### src/rtl/updn_sweep_if.sv
// ---------------------------------------------------------------------------
// updn_sweep_if -- request/status bundle for the up/down sweep controller.
//
// Signals
//   start   requester -> controller  request a new sweep
//   abort   requester -> controller  terminate an active sweep
//   lo, hi  requester -> controller  sweep bounds (WIDTH bits)
//   cycles  requester -> controller  number of lo->hi->lo round trips
//   q       controller -> requester  current count value
//   updn    controller -> requester  1 while counting up
//   busy    controller -> requester  1 while a sweep is active
//   done    controller -> requester  one-cycle end-of-sweep pulse
//   err     controller -> requester  one-cycle pulse with done on a rejected start
//
// Handshake: start acts as "valid" and the controller is "ready" only while
// it is idle; a request is taken on any rising edge where start is high and
// the controller is idle.  A taken request is always answered by exactly one
// done pulse (with err set if the bounds or trip count were unusable), unless
// it is aborted, in which case no done pulse is produced.  start while not
// idle is simply not taken; the requester does not need to hold it.
// ---------------------------------------------------------------------------
interface updn_sweep_if #(
  parameter int WIDTH = 4
);
  logic             start;
  logic             abort;
  logic [WIDTH-1:0] lo;
  logic [WIDTH-1:0] hi;
  logic [3:0]       cycles;
  logic [WIDTH-1:0] q;
  logic             updn;
  logic             busy;
  logic             done;
  logic             err;

  modport master (
    output start, abort, lo, hi, cycles,
    input  q, updn, busy, done, err
  );

  modport slave (
    input  start, abort, lo, hi, cycles,
    output q, updn, busy, done, err
  );
endinterface

### src/rtl/updn_sweep_ctrl.sv
// ---------------------------------------------------------------------------
// updn_sweep_ctrl -- triangle-wave counter that sweeps q from lo up to hi and
// back down to lo, repeated for a requested number of round trips.
//
// Ports
//   clk      system clock, all state changes on its rising edge
//   rst      asynchronous active-low reset (0 = reset)
//   bus      updn_sweep_if slave: start/abort/lo/hi/cycles in,
//            q/updn/busy/done/err out
//   state_o  debug view of the FSM state (IDLE=0, UP=1, DOWN=2, DONE=3)
// ---------------------------------------------------------------------------
module updn_sweep_ctrl #(
  parameter int WIDTH = 4
) (
  input  logic         clk,
  input  logic         rst,
  updn_sweep_if.slave  bus,
  output logic [1:0]   state_o
);

  typedef enum logic [1:0] {
    S_IDLE = 2'd0,
    S_UP   = 2'd1,
    S_DOWN = 2'd2,
    S_DONE = 2'd3
  } state_e;

  state_e           state_q, state_d;
  logic [WIDTH-1:0] q_q, q_d;
  logic [WIDTH-1:0] lo_q, lo_d;
  logic [WIDTH-1:0] hi_q, hi_d;
  logic [3:0]       rem_q, rem_d;
  logic             err_q, err_d;

  always_ff @(posedge clk or negedge rst) begin
    if (!rst) begin
      state_q <= S_IDLE;
      q_q     <= '0;
      lo_q    <= '0;
      hi_q    <= '0;
      rem_q   <= '0;
      err_q   <= 1'b0;
    end else begin
      state_q <= state_d;
      q_q     <= q_d;
      lo_q    <= lo_d;
      hi_q    <= hi_d;
      rem_q   <= rem_d;
      err_q   <= err_d;
    end
  end

  always_comb begin
    state_d = state_q;
    q_d     = q_q;
    lo_d    = lo_q;
    hi_d    = hi_q;
    rem_d   = rem_q;
    err_d   = 1'b0;

    case (state_q)
      S_IDLE: begin
        // start beats abort here: abort only matters once a sweep runs.
        if (bus.start) begin
          if ((bus.lo < bus.hi) && (bus.cycles != 4'd0)) begin
            lo_d    = bus.lo;
            hi_d    = bus.hi;
            rem_d   = bus.cycles;
            q_d     = bus.lo;
            state_d = S_UP;
          end else begin
            err_d   = 1'b1;
            state_d = S_DONE;
          end
        end
      end

      S_UP: begin
        if (bus.abort) begin
          state_d = S_IDLE;
        end else if (q_q == hi_q) begin
          // Turn around immediately so hi is shown for a single cycle;
          // lo < hi guarantees this never underflows.
          q_d     = q_q - WIDTH'(1);
          state_d = S_DOWN;
        end else begin
          q_d = q_q + WIDTH'(1);
        end
      end

      S_DOWN: begin
        if (bus.abort) begin
          state_d = S_IDLE;
        end else if (q_q != lo_q) begin
          q_d = q_q - WIDTH'(1);
        end else if (rem_q > 4'd1) begin
          rem_d   = rem_q - 4'd1;
          q_d     = q_q + WIDTH'(1);
          state_d = S_UP;
        end else begin
          // Last trip finished: park on lo and report.
          state_d = S_DONE;
        end
      end

      S_DONE: begin
        state_d = S_IDLE;
      end

      default: begin
        state_d = S_IDLE;
      end
    endcase
  end

  assign bus.q    = q_q;
  assign bus.updn = (state_q == S_UP);
  assign bus.busy = (state_q == S_UP) || (state_q == S_DOWN);
  assign bus.done = (state_q == S_DONE);
  // err_q is only ever set on the transition into DONE, so it lines up
  // with the done pulse and clears on the following edge.
  assign bus.err  = err_q;
  assign state_o  = state_q;

endmodule

### src/flat_wrapper.sv
// flat-port wrapper written by rule: the top's interface ports become plain ports
module updn_sweep_ctrl_flat 
#(
  parameter int WIDTH = 4
)
  (clk, rst, state_o, bus_start, bus_abort, bus_lo, bus_hi, bus_cycles, bus_q, bus_updn, bus_busy, bus_done, bus_err);
  updn_sweep_if #(.WIDTH(WIDTH)) bus_i ();
  input  logic clk;
  input  logic rst;
  output logic [1:0] state_o;
  input wire logic [$bits(bus_i.start)-1:0] bus_start;
  input wire logic [$bits(bus_i.abort)-1:0] bus_abort;
  input wire logic [$bits(bus_i.lo)-1:0] bus_lo;
  input wire logic [$bits(bus_i.hi)-1:0] bus_hi;
  input wire logic [$bits(bus_i.cycles)-1:0] bus_cycles;
  output wire logic [$bits(bus_i.q)-1:0] bus_q;
  output wire logic [$bits(bus_i.updn)-1:0] bus_updn;
  output wire logic [$bits(bus_i.busy)-1:0] bus_busy;
  output wire logic [$bits(bus_i.done)-1:0] bus_done;
  output wire logic [$bits(bus_i.err)-1:0] bus_err;
  assign bus_i.start = bus_start;
  assign bus_i.abort = bus_abort;
  assign bus_i.lo = bus_lo;
  assign bus_i.hi = bus_hi;
  assign bus_i.cycles = bus_cycles;
  assign bus_q = bus_i.q;
  assign bus_updn = bus_i.updn;
  assign bus_busy = bus_i.busy;
  assign bus_done = bus_i.done;
  assign bus_err = bus_i.err;
  updn_sweep_ctrl #(.WIDTH(WIDTH)) u_core (.clk(clk), .rst(rst), .bus(bus_i), .state_o(state_o));
endmodule
### config.mk
export PLATFORM = sky130hd
export DESIGN_NAME = updn_sweep_ctrl_flat
export DESIGN_NICKNAME = d
export VERILOG_FILES = /design/src/rtl/updn_sweep_if.sv /design/src/rtl/updn_sweep_ctrl.sv /design/src/flat_wrapper.sv
export SDC_FILE = /design/constraint.sdc
export NUM_CORES = 1
export LEC_CHECK = 0
export ABC_AREA = 0
export CAP_MARGIN = 20
export CORE_MARGIN = 3
export CORE_UTILIZATION = 30
export CTS_CLUSTER_SIZE = 25
export DETAILED_ROUTE_END_ITERATION = 8
export HOLD_SLACK_MARGIN = 0.06
export PLACE_DENSITY = 0.52
export SLEW_MARGIN = 20
export SYNTH_ARGS = -nofsm -noshare
export SYNTH_HDL_FRONTEND = slang
export SYNTH_SLANG_ARGS = --single-unit
### constraint.sdc
create_clock -name clk -period 5.7 [get_ports clk]
set_clock_uncertainty 0.1 [all_clocks]
set_input_delay 0.855 -clock clk [delete_from_list [all_inputs] [get_ports clk]]
set_output_delay 0.855 -clock clk [all_outputs]
set_load 0.05 [all_outputs]
==> results.txt, run 1 <==
----------------------------------------------------
[Global route]
  Antenna violations before repair ... 0
  GRT Total Usage ... 12.3%
  Via count of the first global-routing pass ... 1113
  Congestion Overflow GR ... 0
  Largest net degree at the start of global routing ... 20
  First-pass GRT wire length ... 5260 um

[Clocking]
  Clock latency on the worst-skew pair ... 250 ps
  Clock-pin slew of the registers on the worst-case setup and hold paths ... 70 ps
  Master cell of the clock root buffer ... clkbuf_8
  H-Tree Level Count ... 1
  Clock net sink count ... 19
  Clock tree buffer depth ... 2
  Count of hold-fix buffers inserted at cts ... 0
  Total clock buffers created by CTS ... 3
  CTS tree ... built
  Buffers inserted during post-CTS setup optimization ... 0
  Cells resized by post-CTS repair ... 0

[Logic synthesis]
  Simple-gate area share of the yosys netlist ... 15.4%
  Number of flops mapped to enable cells by yosys ... 0
  Proportion of synthesized chip area in sequential cells ... 34.1%
  Dominant register cell in the synthesized netlist ... dfrtp_1
  Mean area per synthesized cell ... 9.43 um2
  Yosys top cell area share ... 34.1%
  #FFs+latches synth ... 19
  Adder-cell share of the synthesized area ... 9.86%
  Net count of the mapped netlist ... 175
  Cell type with the highest aggregate area in the netlist ... dfrtp_1
  Main area contributors after synthesis ... dfrtp_1 (34%), ha_1 (9.9%), mux2_2 (8.1%)
  Largest family of logic cells by synthesized area ... compound AO/OA/AOI/OAI gates
  Async set-or-reset flop fraction in the synthesized netlist ... 100%
  Proportion of synthesized area in mux cells ... 13.1%
  Gate Count Post-Synth ... 148
  Xor-xnor portion of the synthesized cell area ... 5.02%
  Synth warnings ... 0
  Syn Std Cell Area ... 0.00140 mm2
  Count of distinct cell types in the synthesized netlist ... 37
  Fraction of the mapped netlist area in compound gates ... 15.4%

[Critical path]
  CP peak stage delay ... 870 ps
  Critical-path top delay cell ... clkdlybuf4s50_1
  Endpoint arrival time on the critical path ... 2090 ps
  Worst setup path start ... u_core.state_o[0]
  Worst reg2reg startpoint ... u_core.state_o[0]
  Startpoint type of the worst setup path ... flop
  Peak fanout along the critical path ... 9
  Count of buffering cells on the critical path with inverters included ... 2
  Data required time at the worst endpoint ... 4740 ps
  Critical path capture point type ... primary output
  Cell Chain, Critical Path ... inv_1, ha_1, clkdlybuf4s50_1
  Category of the most critical setup path ... reg2out
  Top cell family by delay on the critical path ... buffers and inverters

[Pwr]
  Power consumption ... 1.05 mW
  Largest vdd supply drop ... 0.000221 V
  Leakage power figure ... 0.742 nW
  Pwr dens ... 611 mW/mm2

[STA]
  Fmax ... 329 MHz
  Final cycle utilization of the critical path ... 53.4%
  Transition at the pin with the smallest max-transition slack ... 916 ps
  RSZ-0062 raised after global routing ... no
  Number of hold-slack violations in the final timing report ... 0
  Final worst path period need ... 3040 ps
  Final Max Tran Viols ... 0
  Worst slew margin relative to its limit ... 38.7%
  Sum of negative setup slack ... 0 ps
  Final setup violation count ... 0

[Drt]
  Total via count in the routed design ... 1152
  DRT iter0 DRCs ... 68
  Routed WL per cell ... 14.3 um
  First-pass iteration count of the detailed router ... 4
  Post-detailed-route count of antenna-violating nets ... 0
  Average via count per standard cell ... 5.19
  Aggregate routed wire length ... 3190 um
  Remaining design rule violation count ... 0

[Run]
  # Max-Cap Violations ... 0

[Placed design]
  Placer Congestion ... 0.808
  Port-buffer cells ... 25
  Placed wire-length estimate after detailed placement ... 2490 um
  Placed cell count ... 218

[Final layout]
  Area of the multi-input gates ... 821 um2
  Number of antenna repair diodes ... 0
  Post-layout util ... 38.9%
  Filler instances ... 449
  Fraction of layout cells with a size suffix above 1 ... 10.0%
  Post-synthesis to final-layout area growth ... 22.9%
  Post-layout net count ... 198
  Non-Filler Instances ... 222
  Sequential cell area ... 475 um2

[Floorplanning]
  Io pins ... 26
  Std cell rows ... 24
  Area of the placeable core ... 0.00441 mm2
  Effective utilization at floorplan ... 31.6%
  DIE WIDTH ... 74.2 um
  Die outline area ... 0.00551 mm2
  Overall die height ... 74.2 um

[Outcome]
  Status ... completed

[Hold path]
  Hold path startpoint ... u_core.hi_q[0]
  Kind of path behind the tightest hold check ... reg2reg

----------------------------------------------------
## registers in the layout, indices dropped and copies added, names as in the netlist
signal          count
u_core.bus.err      1
u_core.bus.q        4
u_core.hi_q         4
u_core.lo_q         4
u_core.rem_q        4
u_core.state_o      2
## Yosys cell counts, drive strengths merged (2+ instances only)
library cell  number
dfrtp             19
a31oi              2
nor3               3
or3                2
xor2               4
nand2              7
nor2               9
nor4               3
a21oi              9
o21ai              9
o22ai              2
inv               16
nand2b             2
a221oi             2
mux2              10
nand3              7
nor2b              2
clkbuf             3
buf                4
xnor2              4
ha                11
o22a               2
mux2i              7
## report_power, final
group	total [mW]	switching, mW	leakage, nW	internal [mW]
registers	0.278	0.0757	0.229	0.202
clock network	0.0950	0.0454	0.0228	0.0497
logic	0.676	0.393	0.490	0.283
## final timing paths
kind	end	slack, ps	cells after the start
worst max-delay path	bus_busy	2660	3
worst min-delay path	u_core.hi_q[0]	430	1
worst max register to register	u_core.bus.q[2]	2910	7
worst min register to register	u_core.hi_q[0]	430	1
max in group asynchronous	u_core.hi_q[3]	3930	1
min in group asynchronous	u_core.bus.q[3]	1010	1
## routing by layer
metal	vias up	share of wire [%]	track usage (%)
met1	553	48	17.6
li1	571	-	-
met2	24	48	19.0
met5	-	0	0
met3	4	2.7	1.62
met4	0	1.1	4.55
## metrics by stage
step / hold WS (ps) / setup slack, ps / cell area [um2]
floorplan: 400 / 3120 / 1400
global placement: 414 / 2480 / 1670
detailed placement: 418 / 2430 / 1670
CTS: 435 / 2630 / 1720
global route: 445 / 2560 / 1720
finish: 431 / 2660 / 1720
## placed cells by master, fill, tap and decap left out, types with 2 or more instances in the layout
cell,synthesis,final
clkdlybuf4s50_1,0,25
or3_1,2,2
nand2b_1,2,2
nor4_1,2,2
xnor2_1,4,4
ha_1,11,11
nand2_1,7,7
xor2_1,4,4
o21ai_0,9,9
o22a_1,2,2
nor2b_1,2,2
mux2_2,10,10
inv_1,16,16
nand3_1,6,6
o22ai_1,2,2
a31oi_1,2,2
nor2_1,9,9
clkbuf_8,0,3
mux2i_1,7,7
a21oi_1,9,9
nor3_1,3,3
dfrtp_1,19,19
## worst reg2reg max path, stage by stage (launching register included)
cell	delay, ps
dfrtp_1	420
inv_1	110
ha_1	370
inv_1	280
nor4_1	740
a221o_1	420
a311o_1	160
a21oi_1	60
## cell type report
class	instances	share of cell area, %
multi-input cells	106	47.8
flip-flops and latches	19	27.7
well taps	52	3.79
clock buffers	4	2.62
repair buffers	25	14.6
inverters	16	3.50
## cells by family after synthesis
group / count (synthesis)
multiplexers: 17
adder cells (fa/ha/maj): 11
flip-flops: 19
XOR/XNOR: 8
AND/OR/NAND/NOR: 39
AO/OA/AOI/OAI: 31
buffers and inverters: 23
No activity file was read; power rests on OpenSTA's default activity.
==> inputs of run 2 (changes only) <==
==> constraint.sdc (replaced) <==
create_clock -name clk -period 2.99 [get_ports clk]
set_clock_uncertainty 0.1 [all_clocks]
set_input_delay 0.4485 -clock clk [delete_from_list [all_inputs] [get_ports clk]]
set_output_delay 0.4485 -clock clk [all_outputs]
set_load 0.05 [all_outputs]
==> run 2 against run 1 <==
  * Combinational power rose by 91%
  * Die area did not move
  * Register-to-register slack got worse by 2400 ps
  * Critical path type unchanged
  * Sequential share of layout area fell by 0.12 points
  * Wire length fell by 0.31%
  * Sequential power rose by 91%
  * Critical path depth did not move
  * Via count fell by 0.69%
  * Count of clock-buffer cells in the layout did not move
==> results.txt, run 2 (same netlist as run 1, synthesis figures left out) <==
----------------------------------------------------
[Global route]
  Via count of the first global-routing pass ... 1168 (+4.9%)
  Routing usage on met3 ... 2.03% (+0.41 points)
  Antenna violations before repair ... 0 (unchanged)
  Congestion Overflow GR ... 0 (unchanged)
  GRT Total Usage ... 12.6% (+0.28 points)
  Met1 track utilization from global routing ... 16.2% (-1.4 points)
  First-pass GRT wire length ... 5390 um (+2.5%)
  Layer carrying the most global-route usage ... met2
  Met2 usage in global routing ... 21.4% (+2.4 points)
  Largest net degree at the start of global routing ... 20 (unchanged)

[Hold path]
  Hold path startpoint ... u_core.hi_q[2]
  Kind of path behind the tightest hold check ... reg2reg

[STA]
  Transition at the pin with the smallest max-transition slack ... 883 ps (-32.9 ps)
  Worst slew margin relative to its limit ... 40.9% (+2.2 points)
  Sum of negative setup slack ... 0 ps (unchanged)
  Number of hold-slack violations in the final timing report ... 0 (unchanged)
  RSZ-0062 raised after global routing ... no
  Final worst path period need ... 2640 ps
  Final Max Tran Viols ... 0 (unchanged)
  Final setup violation count ... 0 (unchanged)
  Final cycle utilization of the critical path ... 88.2%
  Fmax ... 379 MHz
  Fin Hold WS ... 435 ps (+4.41 ps)

[Pwr]
  Pwr dens ... 1160 mW/mm2 (+90%)
  Leakage power figure ... 0.747 nW (+0.73%)
  Psw ... 0.984 mW (+91%)
  Proportion of power drawn by flip-flops and latches ... 26.5% (about the same)
  Power Internal ... 1.02 mW (+91%)
  Largest vdd supply drop ... 0.000448 V (+100%)
  Part of the power in combinational logic ... 64.5% (about the same)
  Power consumption ... 2.00 mW (+91%)
  Switching part of the total ... 49.1% (+0.074 points)
  Clock network fraction of total power ... 9.0% (about the same)

[Drt]
  Post-detailed-route count of antenna-violating nets ... 0 (unchanged)
  First-pass iteration count of the detailed router ... 4 (unchanged)
  Total via count in the routed design ... 1144 (-0.69%)
  Remaining design rule violation count ... 0 (unchanged)
  Average via count per standard cell ... 5.13 (-1.1%)
  DRT iter0 DRCs ... 124 (+82%)
  Aggregate routed wire length ... 3180 um (-0.31%)
  Routed WL per cell ... 14.2 um (-0.76%)

[Critical path]
  CP peak stage delay ... 860 ps (about the same)
  Worst reg2reg startpoint ... u_core.state_o[0]
  Critical-path top delay cell ... clkdlybuf4s50_1
  Endpoint arrival time on the critical path ... 2090 ps (about the same)
  Count of buffering cells on the critical path with inverters included ... 2 (unchanged)
  Critical path capture point type ... primary output
  Peak fanout along the critical path ... 9 (unchanged)
  Category of the most critical setup path ... reg2out
  Data required time at the worst endpoint ... 2440 ps (-2300 ps)
  Cell Chain, Critical Path ... inv_1, ha_1, clkdlybuf4s50_1
  Startpoint type of the worst setup path ... flop
  Top cell family by delay on the critical path ... buffers and inverters
  Worst setup path start ... u_core.state_o[0]

[Clocking]
  Clock net sink count ... 19 (unchanged)
  Total clock buffers created by CTS ... 3 (unchanged)
  Buffers inserted during post-CTS setup optimization ... 0 (unchanged)
  H-Tree Level Count ... 1 (unchanged)
  Clock tree buffer depth ... 2 (unchanged)
  CTS tree ... built
  Master cell of the clock root buffer ... clkbuf_8
  Count of hold-fix buffers inserted at cts ... 0 (unchanged)
  Clock-pin slew of the registers on the worst-case setup and hold paths ... 70 ps (about the same)
  Clock latency on the worst-skew pair ... 260 ps (about the same)
  Cells resized by post-CTS repair ... 0 (unchanged)

[Final layout]
  Non-Filler Instances ... 223 (+0.45%)
  Area of the multi-input gates ... 821 um2 (unchanged)
  Fraction of layout cells with a size suffix above 1 ... 10.5% (+0.53 points)
  Post-layout net count ... 199 (+0.51%)
  Sequential cell area ... 475 um2 (unchanged)
  Commonest non-fill, non-tap cell in the layout ... clkdlybuf4s50_1
  Post-layout util ... 39.1% (+0.17 points)
  Post-synthesis to final-layout area growth ... 23.5%
  Number of antenna repair diodes ... 0 (unchanged)
  Top library cells by usage in the layout, fill and taps aside ... clkdlybuf4s50_1 (25), dfrtp_1 (19), inv_1 (16)
  Filler instances ... 451 (+0.45%)

[Placed design]
  Placer Congestion ... 0.798 (-1.3%)
  Placed cell count ... 219 (+0.46%)
  Port-buffer cells ... 25 (unchanged)
  Placed wire-length estimate after detailed placement ... 2550 um (+2.4%)

[Floorplanning]
  Overall die height ... 74.2 um (unchanged)
  Std cell rows ... 24 (unchanged)
  Die outline area ... 0.00551 mm2 (unchanged)
  Io pins ... 26 (unchanged)
  Area of the placeable core ... 0.00441 mm2 (unchanged)
  Effective utilization at floorplan ... 31.6% (unchanged)
  DIE WIDTH ... 74.2 um (unchanged)

[Outcome]
  Status ... completed

[Run]
  # Max-Cap Violations ... 0 (unchanged)

----------------------------------------------------
[run 2: cell count changes in the layout (fill, tap and decap cells not counted)]
cell,before,now
buf_4,0,1
[run 2: final cells by class]
type / count / share of cell area [%]
Clock buffer: 4 / 2.61
Inverter: 16 / 3.48
Timing Repair Buffer: 26 / 14.9
Sequential cell: 19 / 27.6
Tap cell: 52 / 3.77
Multi-Input combinational cell: 106 / 47.6
[run 2: power groups by stage]
| stage | registers [mW] | logic [mW] | clock network (mW) |
|---|---|---|---|
| 3_3_place_gp | 0.534 | 1.27 | 0 |
| 6_report | 0.532 | 1.29 | 0.181 |
| 5_1_grt | 0.557 | 1.41 | 0.196 |
| 2_1_floorplan | 0.611 | 0.922 | 0 |
| 4_1_cts | 0.533 | 1.30 | 0.186 |
| 3_5_place_dp | 0.537 | 1.30 | 0 |
[run 2: through the flow]
stage | cell area [um2] | worst slack, ps
floorplan | 1400 | 415
global route | 1720 | 247
CTS | 1720 | 340
global placement | 1680 | 177
finish | 1720 | 353
detailed placement | 1680 | 141
[run 2: worst paths after layout]
check | endpoint | slack [ps] | cells after the start
min in group asynchronous | u_core.bus.q[3] | 590 | 1
max in group asynchronous | u_core.lo_q[2] | 1660 | 1
max | bus_busy | 350 | 3
max reg2reg | u_core.bus.q[2] | 540 | 8
min | u_core.hi_q[2] | 430 | 1
min reg2reg | u_core.hi_q[2] | 430 | 1
[run 2: layer usage]
layer | vias to the layer above | part of all wire, % | routed length, um
met3 | 5 | 2.6 | 83
li1 | 569 | - | -
met4 | 0 | 1.6 | 52
met5 | - | 0 | 0
met1 | 555 | 47 | 1480
met2 | 15 | 49 | 1560
